===== config.mk =====
export PLATFORM = sky130hd
export DESIGN_NAME = serial_adder
export DESIGN_NICKNAME = d
export VERILOG_FILES = /design/src/rtl/serial_add_pkg.sv /design/src/rtl/fa.sv /design/src/rtl/serial_adder.sv
export SDC_FILE = /design/constraint.sdc
export NUM_CORES = 1
export LEC_CHECK = 0
export CORE_UTILIZATION = 54
export DETAILED_ROUTE_END_ITERATION = 7
export GPL_TIMING_DRIVEN = 1
export PLACE_DENSITY = 0.82
export SYNTH_ARGS = -nofsm -noshare
export SYNTH_HDL_FRONTEND = slang
export SYNTH_SLANG_ARGS = --single-unit

===== constraint.sdc =====
create_clock -name clk -period 2.3 [get_ports clk]
set_input_delay 0.46 -clock clk [delete_from_list [all_inputs] [get_ports clk]]
set_output_delay 0.46 -clock clk [all_outputs]
set_load 0.005 [all_outputs]

===== src/rtl/serial_add_pkg.sv =====
`default_nettype none
// ---------------------------------------------------------------
// serial_add_pkg : shared state encodings and defaults for serial_adder
// Rev 1.0
// ---------------------------------------------------------------
package serial_add_pkg;

  localparam int DEFAULT_WIDTH = 8;

  typedef enum logic [1:0] {
    IDLE  = 2'd0,
    SHIFT = 2'd1,
    DONE  = 2'd2
  } state_t;

endpackage
`default_nettype wire


===== src/rtl/fa.sv =====
`default_nettype none
// ---------------------------------------------------------------
// fa : single-bit full adder
// Rev 1.0
// ---------------------------------------------------------------
module fa (
  input  logic a,
  input  logic b,
  input  logic ci,
  output logic s,
  output logic cy
);

  assign s  = a ^ b ^ ci;
  assign cy = (a & b) | (ci & (a ^ b));

endmodule
`default_nettype wire


===== src/rtl/serial_adder.sv =====
`default_nettype none
// ---------------------------------------------------------------
// serial_adder : bit-serial adder sequencing one fa per clock, LSB first
// Rev 1.0
// ---------------------------------------------------------------
module serial_adder
  import serial_add_pkg::*;
#(
  parameter int WIDTH = DEFAULT_WIDTH
) (
  input  logic             clk,
  input  logic             rst,
  input  logic             start,
  input  logic [WIDTH-1:0] a,
  input  logic [WIDTH-1:0] b,
  input  logic             cin,
  output logic             busy,
  output logic             done,
  output logic [WIDTH-1:0] sum,
  output logic             cout
);

  localparam int CW = (WIDTH > 1) ? $clog2(WIDTH) : 1;
  localparam logic [CW-1:0] C_LAST = CW'(WIDTH - 1);

  state_t           state;
  state_t           state_nxt;
  logic [WIDTH-1:0] a_sr;
  logic [WIDTH-1:0] b_sr;
  logic [WIDTH-1:0] s_sr;
  logic             carry;
  logic [CW-1:0]    cnt;
  logic             fa_s;
  logic             fa_cy;
  logic             last_bit;

  fa u_fa (
    .a  (a_sr[0]),
    .b  (b_sr[0]),
    .ci (carry),
    .s  (fa_s),
    .cy (fa_cy)
  );

  assign last_bit = (cnt == C_LAST);

  always_ff @(posedge clk) begin
    if (rst) state <= IDLE;
    else     state <= state_nxt;
  end

  always_comb begin
    state_nxt = IDLE;
    case (state)
      IDLE:    state_nxt = start ? SHIFT : IDLE;
      SHIFT:   state_nxt = last_bit ? DONE : SHIFT;
      DONE:    state_nxt = IDLE;
      default: state_nxt = IDLE;
    endcase
  end

  // busy/done are registered from the next state so they align with it
  always_ff @(posedge clk) begin
    if (rst) begin
      a_sr  <= '0;
      b_sr  <= '0;
      s_sr  <= '0;
      carry <= 1'b0;
      cnt   <= '0;
      sum   <= '0;
      cout  <= 1'b0;
      busy  <= 1'b0;
      done  <= 1'b0;
    end else begin
      busy <= (state_nxt != IDLE);
      done <= (state_nxt == DONE);
      case (state)
        IDLE: begin
          if (start) begin
            a_sr  <= a;
            b_sr  <= b;
            carry <= cin;
            cnt   <= '0;
          end
        end
        SHIFT: begin
          carry <= fa_cy;
          s_sr  <= {fa_s, s_sr[WIDTH-1:1]};
          a_sr  <= a_sr >> 1;
          b_sr  <= b_sr >> 1;
          if (last_bit) begin
            sum  <= {fa_s, s_sr[WIDTH-1:1]};
            cout <= fa_cy;
          end else begin
            cnt <= cnt + CW'(1);
          end
        end
        default: ;
      endcase
    end
  end

endmodule
`default_nettype wire


==> results.toml, run 1 <==
[place]
worst_setup_slack_after_placement_ns = 0.3920
gp_congestion = 0.7262
hpwl_mm = 2.034
place.port_buffers = 30
detailed_place.area_mm2 = 0.001899

[sta]
finalMaxSlewViolations = 0
fin_skew_ns = 0.008421
fmax_mhz = 540.6
final_hold_viol_count = 0
finalCriticalPeriod_ns = 1.850
setup_slack_ns = 0.4503
setup_violations = 0
slew-limit-headroom = 0.6304
finalCritPeriodShare = 0.8042
fin_tns_setup_ns = 0
unrepaired_setup_endpoints_after_global_routing = "no"
tightest_slew_ns = 0.5544

[floorplan]
die_width_um = 57.07
design.die.area_mm2 = 0.003257
fp.coreArea_mm2 = 0.002805
ios = 31
placement_rows = 19
starting_utilization_of_the_core_area = 0.5839
fp.dieH_um = 57.07

[run_status]
violated_checks = "design-rule violations"
outcome = "finished with violations"

[clock_network]
number_of_clock_sinks = 40
post_cts_resize_count = 0
ctsHoldBuffers = 0
htree_levels = 2
clk_path_buf_depth = 2
clkLatencyLatePin_ns = 0.35
tritoncts_clock_tree = "done"
clk_root_buffer_cell = "clkbuf_4"
postCtsSetupBuffers = 0
clk_pin_slew_ns = 0.11
cts_made_buffers = 5

[pwr]
clock_power_share = 0.294
power.combinational.fraction = 0.114
total_leakage_power_nw = 0.7168
seq_power_share = 0.592
power.density_mw_per_mm2 = 644.0
power_switching_share = 0.2511
p_switching_w = 0.0003171
vdd_drop_max_mv = 0.4699
cellInternalPower_w = 0.0009456

[yosys]
synth-seq-cells = 40
yosysWarnings = 0
mean_cell_area_of_the_mapped_netlist_um2 = 9.201
synth_top_area_share = 0.4889
synth_cell_type_count = 24
synth.net_count = 201
synth_seq_area_share = 0.4889
syn_inst_count = 178
syn_area_mm2 = 0.001638
synth.area.top_cells = "dfxtp_1, mux2i_1, a211oi_1"
yosys.area.top_type = "dfxtp_1"

[detailed_routing]
routed-wl-met2_mm = 1.430
drt-total-wl_mm = 2.954
viasPerCell = 5.605
met3WireLength_um = 132
top_layer = "met4"
drc_errors = 4
vias = 1306
final_antenna_net_count = 0
firstDrtPassIters = 8
wl_met1_mm = 1.342
wl_per_cell_um = 12.68
detail_route.iter0.violations = 34

[global_routing]
pin_count_of_the_biggest_net_entering_global_routing = 41
grt.overflow.total = 0
first_global_vias = 1200
antenna_found_initial = 0
overall_routing_resource_usage = 0.1956
wire_length_of_the_first_global_routing_pass_mm = 4.871

[worst_setup_path]
critPathArrivalTime_ns = 2.09
cp_max_stage_cell = "ha_1"
critical_path.top_delay_family = "adder cells"
crit_chain = "ha_1, ha_1, nand3b_1, nand2_1, a21oi_1"
setup.worst_path.start_class = "flop"
regToRegEndpoint = "sum[2]"
critPathMostFrequentCell = "ha_1"
critPathKind = "reg -> reg"
critical_path_peak_fanout = 17
cp.required_ns = 2.54
timing.critical_path.to_type = "flop"
register_to_register_setup_slack_ns = 0.45
worst_setup_path_startpoint = "cnt[0]"
worst-r2r-cell-count = 5
crit_cells = 5
timing.critical_path.slowest_cell_delay_ns = 0.50
cp.buffers_inverters = 0
worst_setup_path_endpoint = "sum[2]"
critical_path.reg2reg.startpoint = "cnt[0]"

[layout]
fraction_of_layout_instances_using_a_drive_strength_above_1 = 0.06436
nets = 224
area_growth_from_synthesis_to_final_layout_pct = 19.71
final_design_area_no_fill_mm2 = 0.001961
diodes = 0

[hold_path]
worst_hold_path.num_cells = 2
hold_path_class = "reg -> reg"
worst_hold_startpoint = "sum[0]"

[job]
cap_viol_max_count = 0
==> cells in the final DEF (no fill, tap or decap), types with 2 or more instances in the layout <==
cell             synthesis  routed
nand2_1                 26      26
a211oi_1                16      16
buf_4                    5       2
clkbuf_4                 0       5
a21oi_1                 18      18
mux2i_1                 15      15
nor2_1                  20      20
a22oi_1                  2       2
dfxtp_1                 40      40
clkinv_2                 0       2
ha_1                     2       2
nand3_1                 10      10
clkdlybuf4s50_1          0      30
a31oi_1                  3       3
==> layer usage <==
metal | vias up | track usage
met4 | 0 | 0.08362
met2 | 27 | 0.3496
met1 | 602 | 0.2130
met5 | - | 0
li1 | 670 | -
met3 | 7 | 0.06122
==> registers in the layout, summed over array words and instances, names as in the netlist, 2 cells and up <==
signal,count
state,2
b_sr,8
cnt,3
s_sr,7
sum,8
a_sr,8
==> through the flow <==
step | std cells | power (W) | utilization | hold WS (ns)
2_1_floorplan | 178 | 0.0008615 | - | 0.4366
3_3_place_gp | 225 | 0.0008996 | 0.6771 | 0.4430
3_5_place_dp | 225 | 0.0009078 | 0.6771 | 0.4470
4_1_cts | 233 | 0.001276 | 0.6989 | 0.4636
5_1_grt | 233 | 0.001320 | 0.6989 | 0.4856
6_report | 233 | 0.001263 | 0.6989 | 0.4602
==> tightest hold or removal path, delay by kind of cell (launching register included) <==
family	cells	cell delay, ns
flops	1	0.33
simple gates	1	0.05
compound gates	1	0.05
==> synthesized netlist by cell type <==
cell	count
a211oi_1	16
a21oi_1	18
a22oi_1	2
a31oi_1	3
and2b_1	1
and4bb_2	1
buf_2	5
buf_4	5
buf_6	1
clkbuf_1	5
dfxtp_1	40
fa_1	1
ha_1	2
mux2i_1	15
nand2_1	26
nand2b_4	1
nand3_1	10
nand3b_1	1
nor2_1	20
nor3b_1	1
nor4bb_1	1
o21ba_2	1
o21bai_1	1
or3_1	1
==> kinds of logic after synthesis <==
| group | count (synthesis) | share of synthesized area |
|---|---|---|
| muxes | 15 | 0.09167 |
| DFF | 40 | 0.4889 |
| buffers and inverters | 16 | 0.05653 |
| AOI/OAI and AO/OA | 41 | 0.1597 |
| adders and majority gates | 3 | 0.02750 |
| and+or+nand+nor | 63 | 0.1757 |
==> power by group through the flow <==
stage | Clock [W] | Sequential, W | Combinational [W]
after floorplan | 0 | 0.000754 | 0.000107
after global placement | 0 | 0.000761 | 0.000139
after detailed placement | 0 | 0.000762 | 0.000145
after CTS | 0.000383 | 0.000747 | 0.000146
after global routing | 0.000408 | 0.000751 | 0.000161
final | 0.000371 | 0.000747 | 0.000144
==> worst min path at each step <==
stage,to,slack (ns)
3_5_place_dp,sum[0],0.45
3_3_place_gp,sum[6],0.44
5_1_grt,sum[0],0.49
2_1_floorplan,s_sr[1],0.44
6_report,sum[0],0.46
4_1_cts,sum[0],0.46
==> area by class of cell <==
class | count | area (um^2)
Clock buffer | 6 | 51.30
Timing Repair Buffer | 32 | 315.3
Clock inverter | 2 | 10.01
Tap cell | 31 | 38.79
Sequential cell | 40 | 800.8
Multi-Input combinational cell | 122 | 744.5
Fill cell | 245 | 844.6
(Power assumes the default switching activity.)
==> run 2: changes to the inputs <==
Settings changed: CORE_UTILIZATION 54 to 46, PLACE_DENSITY 0.82 to 0.75.
Clock period 2.3 ns to 1.5 ns, I/O delays scaled along.
==> results.toml, run 2 (same netlist as run 1, synthesis figures left out) <==
[run_status]
outcome = "finished clean"

[pwr]
power.combinational.fraction = 0.119
power.density_mw_per_mm2 = 975.6
clock_power_share = 0.333
p_switching_w = 0.0004923
total_leakage_power_nw = 0.9273
seq_power_share = 0.548
vdd_drop_max_mv = 0.5496
cellInternalPower_w = 0.001595
power_switching_share = 0.2359

[layout]
diodes = 0
leading_cell_types_in_the_layout_fill_and_taps_excluded = "dfxtp_1, nand2_1, nor2_1, clkdlybuf4s50_1, a21oi_1"
fraction_of_layout_instances_using_a_drive_strength_above_1 = 0.1651
postLayoutCoreUtil = 0.6362
fill_cell_total_of_the_finished_layout = 304
nets = 234
top_registers = "a_sr (8), b_sr (8), sum (8)"
layout_commonest_cell = "dfxtp_1"
area_growth_from_synthesis_to_final_layout_pct = 30.63
final_design_area_no_fill_mm2 = 0.002140

[global_routing]
wire_length_of_the_first_global_routing_pass_mm = 5.043
antenna_found_initial = 0
pin_count_of_the_biggest_net_entering_global_routing = 41
grt.overflow.total = 0
first_global_vias = 1200
overall_routing_resource_usage = 0.1840

[place]
place.port_buffers = 30
detailed_place.area_mm2 = 0.001988
hpwl_mm = 2.220
gp_congestion = 0.7211

[sta]
hold_ws_ns = 0.4639
slew-limit-headroom = 0.7796
finalMaxSlewViolations = 0
setup_violations = 0
finalCriticalPeriod_ns = 1.462
fin_skew_ns = 0.01304
tightest_slew_ns = 0.3302
fmax_mhz = 684.1
final_hold_viol_count = 0
finalCritPeriodShare = 0.9746

[worst_setup_path]
critical_path_peak_fanout = 9
critPathArrivalTime_ns = 1.75
crit_cells = 4
worst_setup_path_endpoint = "cnt[0]"
register_to_register_setup_slack_ns = 0.04
worst_setup_path_startpoint = "cnt[0]"
cp.buffers_inverters = 0
regToRegEndpoint = "cnt[0]"
cp_max_stage_cell = "or3_1"
timing.critical_path.slowest_cell_delay_ns = 0.37
critPathKind = "reg -> reg"
setup.worst_path.start_class = "flop"
worst-r2r-cell-count = 4
timing.critical_path.to_type = "flop"
crit_chain = "ha_1, ha_4, or3_1, a31oi_1"
critical_path.reg2reg.startpoint = "cnt[0]"
cp.required_ns = 1.78
critical_path.top_delay_family = "adder cells"

[clock_network]
htree_levels = 2
clkLatencyLatePin_ns = 0.36
clk_root_buffer_cell = "clkbuf_4"
clk_pin_slew_ns = 0.12
cts_made_buffers = 5
tritoncts_clock_tree = "done"
clk_path_buf_depth = 2
number_of_clock_sinks = 40

[detailed_routing]
final_antenna_net_count = 0
vias = 1345
detail_route.iter0.violations = 42
viasPerCell = 5.213
drc_errors = 0
firstDrtPassIters = 4
wl_per_cell_um = 12.61
drt-total-wl_mm = 3.253

[floorplan]
fp.dieH_um = 61.67
starting_utilization_of_the_core_area = 0.4870
design.die.area_mm2 = 0.003803
fp.coreArea_mm2 = 0.003363
ios = 31
die_width_um = 61.67
placement_rows = 21

[hold_path]
hold_path_class = "reg -> reg"

[job]
cap_viol_max_count = 0
-- run 2: cell count changes in the layout (fill, tap and decap cells not counted), moves of 2 or more --
cell	before	now
buf_4	2	10
buf_12	0	2
dlymetal6s2s_1	0	7
dfxtp_1	40	30
clkdlybuf4s50_1	30	19
dfxtp_2	0	10
dlygate4sd2_1	0	4
-- run 2: final cells by class --
type	count	area [um^2]	share of cell area
tap	46	57.56	0.02690
multi-input combinational	122	764.5	0.3573
sequential	40	813.3	0.3801
clock inverter	2	35.03	0.01637
clock buffer	6	41.29	0.01930
timing repair buffer	42	427.9	0.2000
-- run 2: routing by layer --
metal | track usage | up-vias | routed length (um)
li1 | - | 698 | -
met1 | 0.2338 | 612 | 1440
met2 | 0.2857 | 28 | 1612
met3 | 0.04412 | 7 | 132
met4 | 0.1048 | 0 | 68
met5 | 0 | - | 0
-- run 2: worst min-delay path, cell delays in order, from the launching register on --
cell     delay [ns]
dfxtp_2        0.34
nand2_1        0.05
a21oi_1        0.05
-- run 2: how the worst min path moves through the flow --
stage             from      end  cells after the start
2_1_floorplan  s_sr[1]  s_sr[1]                      2
5_1_grt         sum[5]   sum[5]                      2
3_3_place_gp    sum[5]   sum[5]                      2
4_1_cts         sum[3]   sum[3]                      2
6_report        sum[3]   sum[3]                      2
3_5_place_dp    sum[3]   sum[3]                      2
-- run 2: power by group through the flow --
stage               sequential, W  clock (W)  combinational [W]
global route              0.00115   0.000754           0.000274
detailed placement        0.00117          0           0.000248
CTS                       0.00114   0.000715           0.000249
global placement          0.00116          0           0.000241
finish                    0.00114   0.000696           0.000248
floorplan                 0.00116          0           0.000164
-- run 2: repair_timing --
action	4_1_cts	5_1_grt
resized for setup	14	11
buffers inserted	3	1
setup endpoints to repair	19	18
hold buffers	0	0
-- run 2: stage by stage --
| stage | setup TNS, ns | instances | total power [W] | worst slack (ns) |
|---|---|---|---|---|
| finish | 0 | 258 | 0.002087 | 0.03816 |
| global route | -0.003277 | 258 | 0.002179 | -0.003277 |
| CTS | 0 | 257 | 0.002108 | 0.0003559 |
| detailed placement | -0.4067 | 246 | 0.001416 | -0.05656 |
| global placement | 0 | 246 | 0.001406 | 0.02410 |
| floorplan | 0 | 178 | 0.001321 | 0.1235 |
